File: src/rtl/x2c_ctrl_pkg.sv
// Shared definitions for the x2c control FIFO: FSM states, command codes,
// header field layout and the default maximum byte length.
package x2c_ctrl_pkg;

  localparam int unsigned CMD_W   = 4;
  localparam int unsigned TAG_W   = 12;
  localparam int unsigned LEN_W   = 16;
  localparam int unsigned CMD_LSB = 28;
  localparam int unsigned TAG_LSB = 16;
  localparam int unsigned LEN_LSB = 0;

  localparam logic [CMD_W-1:0] CMD_RX      = 4'h1;
  localparam logic [CMD_W-1:0] CMD_TX      = 4'h2;
  localparam logic [LEN_W-1:0] MAX_LEN_DEF = 16'd9600;

  typedef enum logic [4:0] {
    IDLE  = 5'b00001,
    POP_H = 5'b00010,
    POP_A = 5'b00100,
    CAP_A = 5'b01000,
    HOLD  = 5'b10000
  } state_e;

  typedef struct packed {
    logic [CMD_W-1:0] cmd;
    logic [TAG_W-1:0] tag;
    logic [LEN_W-1:0] len;
  } hdr_t;

endpackage

File: src/rtl/x2c_ctrl_hdr_chk.sv
// Combinational header validator shared by the read and write sides of the
// x2c control FIFO: flags unknown commands and zero or oversize lengths.
module x2c_ctrl_hdr_chk
  import x2c_ctrl_pkg::*;
#(
  parameter logic [LEN_W-1:0] MAX_LEN = MAX_LEN_DEF
) (
  input  logic [CMD_W-1:0] cmd,
  input  logic [LEN_W-1:0] len,
  output logic             err_c
);

  always_comb begin
    err_c = 1'b0;
    if ((cmd != CMD_RX) && (cmd != CMD_TX)) err_c = 1'b1;
    if (len == '0)                          err_c = 1'b1;
    if (len > MAX_LEN)                      err_c = 1'b1;
  end

endmodule

File: src/rtl/x2c_ctrl_fifo_rd.sv
// Read side of the x2c control FIFO: pops header+address pairs and presents
// them as one validated descriptor. Optional counters under X2C_CTRL_STATS_EN.
module x2c_ctrl_fifo_rd
  import x2c_ctrl_pkg::*;
#(
  parameter int unsigned      WIDTH   = 32,
  parameter int unsigned      PTR     = 10,
  parameter logic [LEN_W-1:0] MAX_LEN = MAX_LEN_DEF
) (
  input  logic             rdclk,
  input  logic             aclr,
  output logic             rdreq,
  input  logic [WIDTH-1:0] q,
  input  logic             empty,
  input  logic [PTR:0]     usedw,
  output logic             ctrl_valid,
  input  logic             ctrl_ready,
  output logic [3:0]       ctrl_cmd,
  output logic [11:0]      ctrl_tag,
  output logic [15:0]      ctrl_len,
  output logic [31:0]      ctrl_addr,
  output logic             ctrl_err
`ifdef X2C_CTRL_STATS_EN
  ,
  output logic [31:0]      desc_cnt,
  output logic [15:0]      err_cnt
`endif
);

  localparam logic [PTR:0] USEDW_MIN = (PTR+1)'(2);

  state_e state, state_nxt;
  hdr_t   hdr_q;
  logic   hdr_err_c;

  always_ff @(posedge rdclk or posedge aclr) begin
    if (aclr) state <= IDLE;
    else      state <= state_nxt;
  end

  // Only start a descriptor once both of its words are in the FIFO.
  always_comb begin
    state_nxt = state;
    case (state)
      IDLE:    if (!empty && (usedw >= USEDW_MIN)) state_nxt = POP_H;
      POP_H:   state_nxt = POP_A;
      POP_A:   state_nxt = CAP_A;
      CAP_A:   state_nxt = HOLD;
      HOLD:    if (ctrl_ready) state_nxt = IDLE;
      default: state_nxt = IDLE;
    endcase
  end

  assign rdreq = (state == POP_H) || (state == POP_A);

  x2c_ctrl_hdr_chk #(
    .MAX_LEN (MAX_LEN)
  ) u_hdr_chk (
    .cmd   (hdr_q.cmd),
    .len   (hdr_q.len),
    .err_c (hdr_err_c)
  );

  // q is non-showahead: header is on q during POP_A, address during CAP_A.
  always_ff @(posedge rdclk or posedge aclr) begin
    if (aclr) begin
      hdr_q      <= '0;
      ctrl_addr  <= '0;
      ctrl_err   <= 1'b0;
      ctrl_valid <= 1'b0;
    end else begin
      if (state == POP_A) begin
        hdr_q <= '{cmd: q[CMD_LSB +: CMD_W],
                   tag: q[TAG_LSB +: TAG_W],
                   len: q[LEN_LSB +: LEN_W]};
      end
      if (state == CAP_A) begin
        ctrl_addr <= 32'(q);
        ctrl_err  <= hdr_err_c;
      end
      ctrl_valid <= (state_nxt == HOLD);
    end
  end

  assign ctrl_cmd = hdr_q.cmd;
  assign ctrl_tag = hdr_q.tag;
  assign ctrl_len = hdr_q.len;

`ifdef X2C_CTRL_STATS_EN
  logic hs;
  assign hs = ctrl_valid & ctrl_ready;

  // Saturating handshake and error counters.
  always_ff @(posedge rdclk or posedge aclr) begin
    if (aclr) begin
      desc_cnt <= '0;
      err_cnt  <= '0;
    end else if (hs) begin
      if (desc_cnt != '1)             desc_cnt <= desc_cnt + 32'd1;
      if (ctrl_err && (err_cnt != '1)) err_cnt  <= err_cnt + 16'd1;
    end
  end
`endif

endmodule

File: config.mk
export PLATFORM = sky130hd
export DESIGN_NAME = x2c_ctrl_fifo_rd
export DESIGN_NICKNAME = d
export VERILOG_FILES = /design/src/rtl/x2c_ctrl_pkg.sv /design/src/rtl/x2c_ctrl_hdr_chk.sv /design/src/rtl/x2c_ctrl_fifo_rd.sv
export SDC_FILE = /design/constraint.sdc
export NUM_CORES = 1
export LEC_CHECK = 0
export ABC_CLOCK_PERIOD_IN_PS = 4200
export CAP_MARGIN = 20
export CORE_ASPECT_RATIO = 1.75
export CORE_UTILIZATION = 45
export CTS_CLUSTER_DIAMETER = 50
export CTS_CLUSTER_SIZE = 10
export DETAILED_ROUTE_END_ITERATION = 8
export PLACE_DENSITY = 0.8
export SKIP_CTS_REPAIR_TIMING = 1
export SYNTH_ARGS = -nofsm -noshare
export SYNTH_HDL_FRONTEND = slang
export SYNTH_SLANG_ARGS = --single-unit
File: constraint.sdc
create_clock -name rdclk -period 4.2 [get_ports rdclk]
set_input_delay 0.42 -clock rdclk [delete_from_list [all_inputs] [get_ports rdclk]]
set_output_delay 0.42 -clock rdclk [all_outputs]
set_load 0.02 [all_outputs]
==> Word level (Yosys, flattened, before mapping) <==
Index checks and enable logic that the tools add are counted.
{ "totals": {"word_cells": 28, "regBits": 71, "out_inout_bits": 67, "in_bits": 47} }
{ "op_classes": {"n_mux": 6, "magnitude_cmp": 2, "n_eq_ne": 8, "n_reduce_logical": 5} }
{ "ops": {"columns": ["operator", "count"], "rows": [
  ["$pmux 5 s5", 1],
  ["$gt 16x14->1 const B", 1],
  ["$logic_not 16->1", 1],
  ["$ge 11x2->1 const B", 1],
  ["$eq 5x5->1 const B", 2],
  ["$mux 5", 2],
  ["$eq 5x1->1 const B", 1],
  ["$eq 5x2->1 const B", 1],
  ["$eq 5x3->1 const B", 1],
  ["$eq 5x4->1 const B", 1],
  ["$ne 4x1->1 const B", 1],
  ["$ne 4x2->1 const B", 1],
  ["$mux 1", 3],
  ["$logic_and 1x1->1", 2],
  ["$logic_not 1->1", 1],
  ["$logic_or 1x1->1", 1]
]} }

==> Logic depth before layout (Yosys ltp) <==
Gate-level depths: netlist (run 1).
{ "logic_depth": {"ltp_word": 5, "ltp_mapped": 5, "mapped_depth_nobuf": 4} }

==> By module <==
Synthesis (run 1) repeated with hierarchy kept, for this count alone.
{ "unflattened": {"cells_unflattened": 184, "area_unflattened_um2": 2842.7} }
{ "by_module_without_submodules": {"columns": ["module", "instances", "cells_each", "seq_area_each_um2", "area_per_inst_um2"], "rows": [
  ["x2c_ctrl_fifo_rd", 1, 170, 1778.0, 2741.4],
  ["x2c_ctrl_hdr_chk", 1, 14, 0.0, 101.3]
]} }

==> Worst setup path after synthesis (run 1) <==
Ideal clock, no wire load.
{ "synth_path": {"kind": "register -> output", "from": "reg state[0]", "to": "out rdreq", "path_stages_with_launch": 6, "path_buffers": 1, "arrival_time_ps": 1293, "path_slack_ps": 2487, "required_time_ps": 3780, "path_cell_list": "dfstp_2 nor3_4 nand3b_4 clkbuf_8 inv_1 or2_2"} }
{ "synth_between": {"elab_chain_len": 2, "word_cells_on_any_way": 3, "classes_between": "2 x eq/ne; 1 x reduce/logical"} }
{ "synth_lines": {"columns": ["element", "line_no", "source"], "rows": [
  ["start: declaration", "x2c_ctrl_fifo_rd.sv:32", "state_e state, state_nxt;"],
  ["start signal: assignment", "x2c_ctrl_fifo_rd.sv:38", "else state <= state_nxt;"],
  ["$eq 5x2->1 or $eq 5x3->1 (tied branches)", "x2c_ctrl_fifo_rd.sv:54", "assign rdreq = (state == POP_H) || (state == POP_A);"],
  ["$logic_or 1x1->1 (*)", "x2c_ctrl_fifo_rd.sv:54", null],
  ["end: declaration", "x2c_ctrl_fifo_rd.sv:12", "output logic rdreq,"]
]} }
Every way passes the cells marked *; elsewhere a longest branch is shown, timed or not.

==> Worst setup path after layout (run 1) <==
{ "layout_path": {"from": "reg state[1]", "to": "out rdreq"} }
Same word-level chain as after synthesis.

==> results of run 1 <==
[routing by layer]
metal  wire length [um]  vias up  share of wire  track usage
met5                  0        -              0            0
li1                   -      894              -            -
met1               2450      980           0.39        0.222
met2               3520       70           0.55        0.331
met3                262        8          0.041       0.0519
met4                119        0          0.019       0.0909
[cell families after synthesis]
kind of cell | after synthesis
AOI/OAI and AO/OA | 9
xor gates and xnor gates | 2
buffers and inverters | 11
DFF | 71
muxes | 65
and+or+nand+nor | 24
[power by group]
part	leakage [nW]	internal [W]	switching [W]
sequential	0.838	0.00102	0.000237
clock	0.114	0.000367	0.000239
combinational	1.03	0.000935	0.000707
total	1.98	0.00232	0.00118
[cell type report]
cell class	count	area, um2
fillers	482	1920
flip-flops and latches	71	1780
repair buffers	114	1150
multi-input cells	100	1090
clock buffers	13	159
well taps	80	100
clock inverters	3	65.1
inverters	3	11.3
[state kept, by name, indices dropped and copies added (netlist names)]
name,cells
ctrl_len,16
ctrl_cmd,4
state,5
ctrl_tag,12
ctrl_addr,32
ctrl_valid,1
ctrl_err,1
[synthesized netlist by cell type]
library cell	n	area (um2)
dfrtp_1	70	1750
mux2_2	34	383
mux2_4	30	450
nor4_1	6	37.5
nor2_1	4	15.0
buf_6	3	33.8
clkbuf_8	3	41.3
inv_1	3	11.3
nor3_1	3	15.0
o21ai_0	3	15.0
a31oi_1	2	12.5
buf_2	2	10.0
nand3_1	2	10.0
nand3b_4	2	40.0
nand4_1	2	12.5
a2111oi_0	1	8.76
a211o_1	1	8.76
a21o_1	1	7.51
a21oi_1	1	5.00
and3_1	1	6.26
dfstp_2	1	26.3
mux2i_1	1	10.0
nor2b_1	1	6.26
nor3_4	1	16.3
or2_2	1	6.26
or4_1	1	7.51
xnor2_1	1	8.76
xor2_1	1	8.76
[worst min-delay path by stage]
stage / start / to / slack [ps] / cells after the start
6_report: aclr / ctrl_tag[1]$_DFFE_PP0P_ / 290 / 2
2_1_floorplan: state[0]$_DFF_PP1_ / state[0]$_DFF_PP1_ / 490 / 2
3_3_place_gp: ctrl_addr[29]$_DFFE_PP0N_ / ctrl_addr[29]$_DFFE_PP0N_ / 490 / 1
4_1_cts: ctrl_addr[29]$_DFFE_PP0N_ / ctrl_addr[29]$_DFFE_PP0N_ / 510 / 1
5_1_grt: aclr / ctrl_tag[1]$_DFFE_PP0P_ / 290 / 2
3_5_place_dp: ctrl_addr[22]$_DFFE_PP0N_ / ctrl_addr[22]$_DFFE_PP0N_ / 490 / 1
[stage by stage]
| stage | cell area, um2 | setup WS (ps) |
|---|---|---|
| 2_1_floorplan | 2970 | 1990 |
| 3_3_place_gp | 4110 | 1700 |
| 3_5_place_dp | 4110 | 1630 |
| 4_1_cts | 4330 | 1250 |
| 5_1_grt | 4350 | 1130 |
| 6_report | 4350 | 1310 |
[worst max-delay path, cell delays in order, from the launching register on]
cell	delay (ps)
dfrtp_1	480
nor3_4	300
nand3b_4	450
inv_1	190
or2_2	130
clkdlybuf4s50_1	590
==> flow_summary.yaml, run 1 <==
outcome:
  status: "finished, final reports clean"
route:
  drt_wl_total_mm: 6.35
  wire_per_inst_um: 16.5
  vias_per_cell: 5.08
  drtAntennaViolNets: 0
  post-route-drc-count: 0
  drtPass1Iterations: 4
  drt_iter0_drc: 101
  num_vias: 1952
place:
  placed_cells: 367
  port_buffers: 112
  hpwl_mm: 4.39
  place_congestion: 0.765
critical_path:
  r2r_cells: 4
  r2r-end: "ctrl_err$_DFFE_PP0N_"
  crit_path_end_kind: "output pin"
  worstSetupStartpointType: "flop"
  required_ps: 3780
  cp.arrival_ps: 2470
  worstReg2RegStart: "state[1]$_DFF_PP0_"
  startpoint: "state[1]$_DFF_PP0_"
  critPathCapture: "rdreq"
  cp_max_fo: 33
  crit_type: "flop to output pin"
  regToRegSetupSlack_ps: 2040
grt:
  grt_pass1_wl_mm: 9.94
  grtUsageTotal: 0.193
  overflow: 0
  grt_pass1_vias: 1956
  grt_start_max_net_pins: 49
  grt_antenna_before_repair: 0
logic_synthesis:
  yosys.area_share.simple: 0.0582
  yosysSeqAreaShare: 0.600
  synth_area_per_cell_um2: 16.3
  synthAdderAreaFrac: 0
  synth_xor_area_frac: 0.00591
  syn_nets: 229
  synth_top_family_by_area: "multiplexers"
  synthCells: 182
  mappedNetlistArea_mm2: 0.00297
  synth_seq_cells: 71
  synth-compound-area-share: 0.0194
  yosysWarnings: 0
  synth_mux_area_frac: 0.284
  yosysUniqueCellTypes: 28
floorplanning:
  start_util: 0.472
  die_x_um: 63.4
  die_area_mm2: 0.00693
  core_area_mm2: 0.00628
  core.rowCount: 38
  io-pin-count: 114
  die_h_um: 109
sta:
  fmax_mhz: 346
  period_needed_ps: 2890
  hold_ws_ps: 294
  worst_pin_slew_ps: 683
  fin_crit_sh: 0.689
  slew_viol_final: 0
  final-hold-violation-count: 0
  skew_ps: 8.82
  fin_tns_setup_ps: 0
  grt_setup_unrepaired: "false"
  maxSlewHeadroom: 0.545
  finalSetupViolCount: 0
layout:
  layout.nets: 346
  layout_commonest_cell: "clkdlybuf4s50_1"
  instances_no_fill: 384
  synthToLayoutAreaGrowth_pct: 46.8
  antenna_cells: 0
  layout_common_cells: "clkdlybuf4s50_1, dfrtp_1, mux2_2"
  finish.utilization: 0.694
  drive_above_1_share: 0.283
pwr:
  p_per_area_mw_per_mm2: 805
  p_leak_nw: 1.98
  p_total_w: 0.00350
  irDropWorstVdd_v: 0.000400
clocking:
  clk_path_buf_depth: 2
  clock-sinks: 71
  cts.clk_slew.worst_paths_ps: 70
  clk_latency_ps: 340
  htreeDepth: 3
  root_buffer: "clkbuf_8"
  cts_buffers: 9
  cts_tree: "done"
flow_run:
  max-cap-violations: 0
min_path:
  hold_class: "input port to asynchronous set/reset pin"
Power figures use the tool's default switching activity.
==> run 2: changes to the inputs <==
--- a/config.mk
+++ b/config.mk
@@ -5,14 +5,14 @@
 export SDC_FILE = /design/constraint.sdc
 export NUM_CORES = 1
 export LEC_CHECK = 0
-export ABC_CLOCK_PERIOD_IN_PS = 4200
+export ABC_CLOCK_PERIOD_IN_PS = 2900
 export CAP_MARGIN = 20
 export CORE_ASPECT_RATIO = 1.75
-export CORE_UTILIZATION = 45
+export CORE_UTILIZATION = 44
 export CTS_CLUSTER_DIAMETER = 50
 export CTS_CLUSTER_SIZE = 10
 export DETAILED_ROUTE_END_ITERATION = 8
-export PLACE_DENSITY = 0.8
+export PLACE_DENSITY = 0.78
 export SKIP_CTS_REPAIR_TIMING = 1
 export SYNTH_ARGS = -nofsm -noshare
 export SYNTH_HDL_FRONTEND = slang
==> constraint.sdc (replaced) <==
create_clock -name rdclk -period 2.9 [get_ports rdclk]
set_input_delay 0.29 -clock rdclk [delete_from_list [all_inputs] [get_ports rdclk]]
set_output_delay 0.29 -clock rdclk [all_outputs]
set_load 0.02 [all_outputs]
==> flow_summary.yaml, run 2 (synthesis gave the netlist of run 1 again) <==
sta:
  grt_setup_unrepaired: "false"
  finalSetupViolCount: 0
  fin_crit_sh: 0.784
  period_needed_ps: 2270
  worst_pin_slew_ps: 569
  fin_tns_setup_ps: 0
  final-hold-violation-count: 0
  slew_viol_final: 0
  maxSlewHeadroom: 0.620
  skew_ps: 4.35
  fmax_mhz: 440
pwr:
  p_leak_nw: 2.01
  irDropWorstVdd_v: 0.000780
  p_total_w: 0.00522
  p_per_area_mw_per_mm2: 1180
critical_path:
  worstSetupStartpointType: "flop"
  regToRegSetupSlack_ps: 830
  r2r_cells: 4
  cp.arrival_ps: 1980
  worstReg2RegStart: "state[1]$_DFF_PP0_"
  cp_max_fo: 8
  required_ps: 2610
  crit_type: "flop to output pin"
  crit_path_end_kind: "output pin"
  r2r-end: "ctrl_addr[1]$_DFFE_PP0N_"
floorplanning:
  io-pin-count: 114
  die_x_um: 64.1
  die_h_um: 111
  start_util: 0.454
  core.rowCount: 39
  die_area_mm2: 0.00708
  core_area_mm2: 0.00654
place:
  port_buffers: 112
  place_congestion: 0.758
  hpwl_mm: 4.61
layout:
  finish.utilization: 0.675
  synthToLayoutAreaGrowth_pct: 48.9
  antenna_cells: 0
  drive_above_1_share: 0.280
  largest_register_ffs: 32
  layout_commonest_cell: "clkdlybuf4s50_1"
  layout_common_cells: "clkdlybuf4s50_1, dfrtp_1, mux2_2"
  largest-register: "ctrl_addr"
  layout.nets: 347
  fillCellCount: 496
grt:
  grt_use_met3: 0.0568
  busiest_layer: "met2"
  grt_use_met2: 0.343
  grt_pass1_vias: 2038
  grt_antenna_before_repair: 0
  grt_pass1_wl_mm: 10.6
  grtUsageMet1: 0.231
  grt_start_max_net_pins: 46
  grtUsageTotal: 0.206
  overflow: 0
clocking:
  cts_buffers: 9
  clk_latency_ps: 330
  cts_tree: "done"
  root_buffer: "clkbuf_16"
  cts.clk_slew.worst_paths_ps: 50
  htreeDepth: 3
  clock-sinks: 71
  clk_path_buf_depth: 2
route:
  drtAntennaViolNets: 0
  wire_per_inst_um: 16.8
  num_vias: 1921
  post-route-drc-count: 0
  drt_wl_total_mm: 6.48
  vias_per_cell: 4.98
  drt_iter0_drc: 87
  drtPass1Iterations: 4
flow_run:
  max-cap-violations: 0
min_path:
  hold_class: "input port to asynchronous set/reset pin"
outcome:
  status: "finished, final reports clean"
[run 2: cell types whose count changed in the layout (fill, tap and decap cells not counted), sizes merged]
cell / delta
clkinv: -1
bufinv: -2
buf: +1
clkbuf: +2
[run 2: cell type report]
type	count	area (um2)	share of cell area
Clock buffer	15	278	0.0629
Inverter	3	11.3	0.00255
Multi-Input combinational cell	100	1090	0.247
Sequential cell	71	1780	0.403
Tap cell	82	103	0.0232
Timing Repair Buffer	115	1160	0.262
[run 2: worst max path at each step]
stage / start / endpoint / slack (ps)
2_1_floorplan: aclr / ctrl_addr[0]$_DFFE_PP0N_ / 820
3_3_place_gp: state[1]$_DFF_PP0_ / ctrl_addr[3]$_DFFE_PP0N_ / 850
3_5_place_dp: state[1]$_DFF_PP0_ / ctrl_addr[1]$_DFFE_PP0N_ / 790
4_1_cts: state[2]$_DFF_PP0_ / rdreq / 590
5_1_grt: state[2]$_DFF_PP0_ / rdreq / 510
6_report: state[2]$_DFF_PP0_ / rdreq / 630
[run 2: routing by layer]
layer,up-vias,part of all wire
li1,891,-
met1,946,0.38
met2,72,0.54
met3,12,0.048
met4,0,0.029
met5,-,0
[run 2: metrics by stage]
stage | setup slack [ps] | hold WS (ps) | std cells | area, um2
finish | 625 | 334 | 386 | 4420
global route | 512 | 386 | 386 | 4420
CTS | 594 | 343 | 386 | 4420
detailed placement | 787 | 494 | 371 | 4140
global placement | 847 | 489 | 371 | 4140
floorplan | 815 | 439 | 182 | 2970
[run 2: worst max-delay path: stages, from the launching register on]
cell             delay [ps]
dfrtp_1                 480
nor3_1                  270
and3_1                  210
or2_2                   110
clkdlybuf4s50_1         590
[run 2: report_power, final]
| part | internal (W) | leakage, nW | total (W) | switching [W] |
|---|---|---|---|---|
| Sequential | 0.00148 | 0.838 | 0.00183 | 0.000347 |
| Clock | 0.000644 | 0.136 | 0.00101 | 0.000368 |
| Combinational | 0.00135 | 1.03 | 0.00238 | 0.00103 |
| Total | 0.00348 | 2.01 | 0.00522 | 0.00174 |
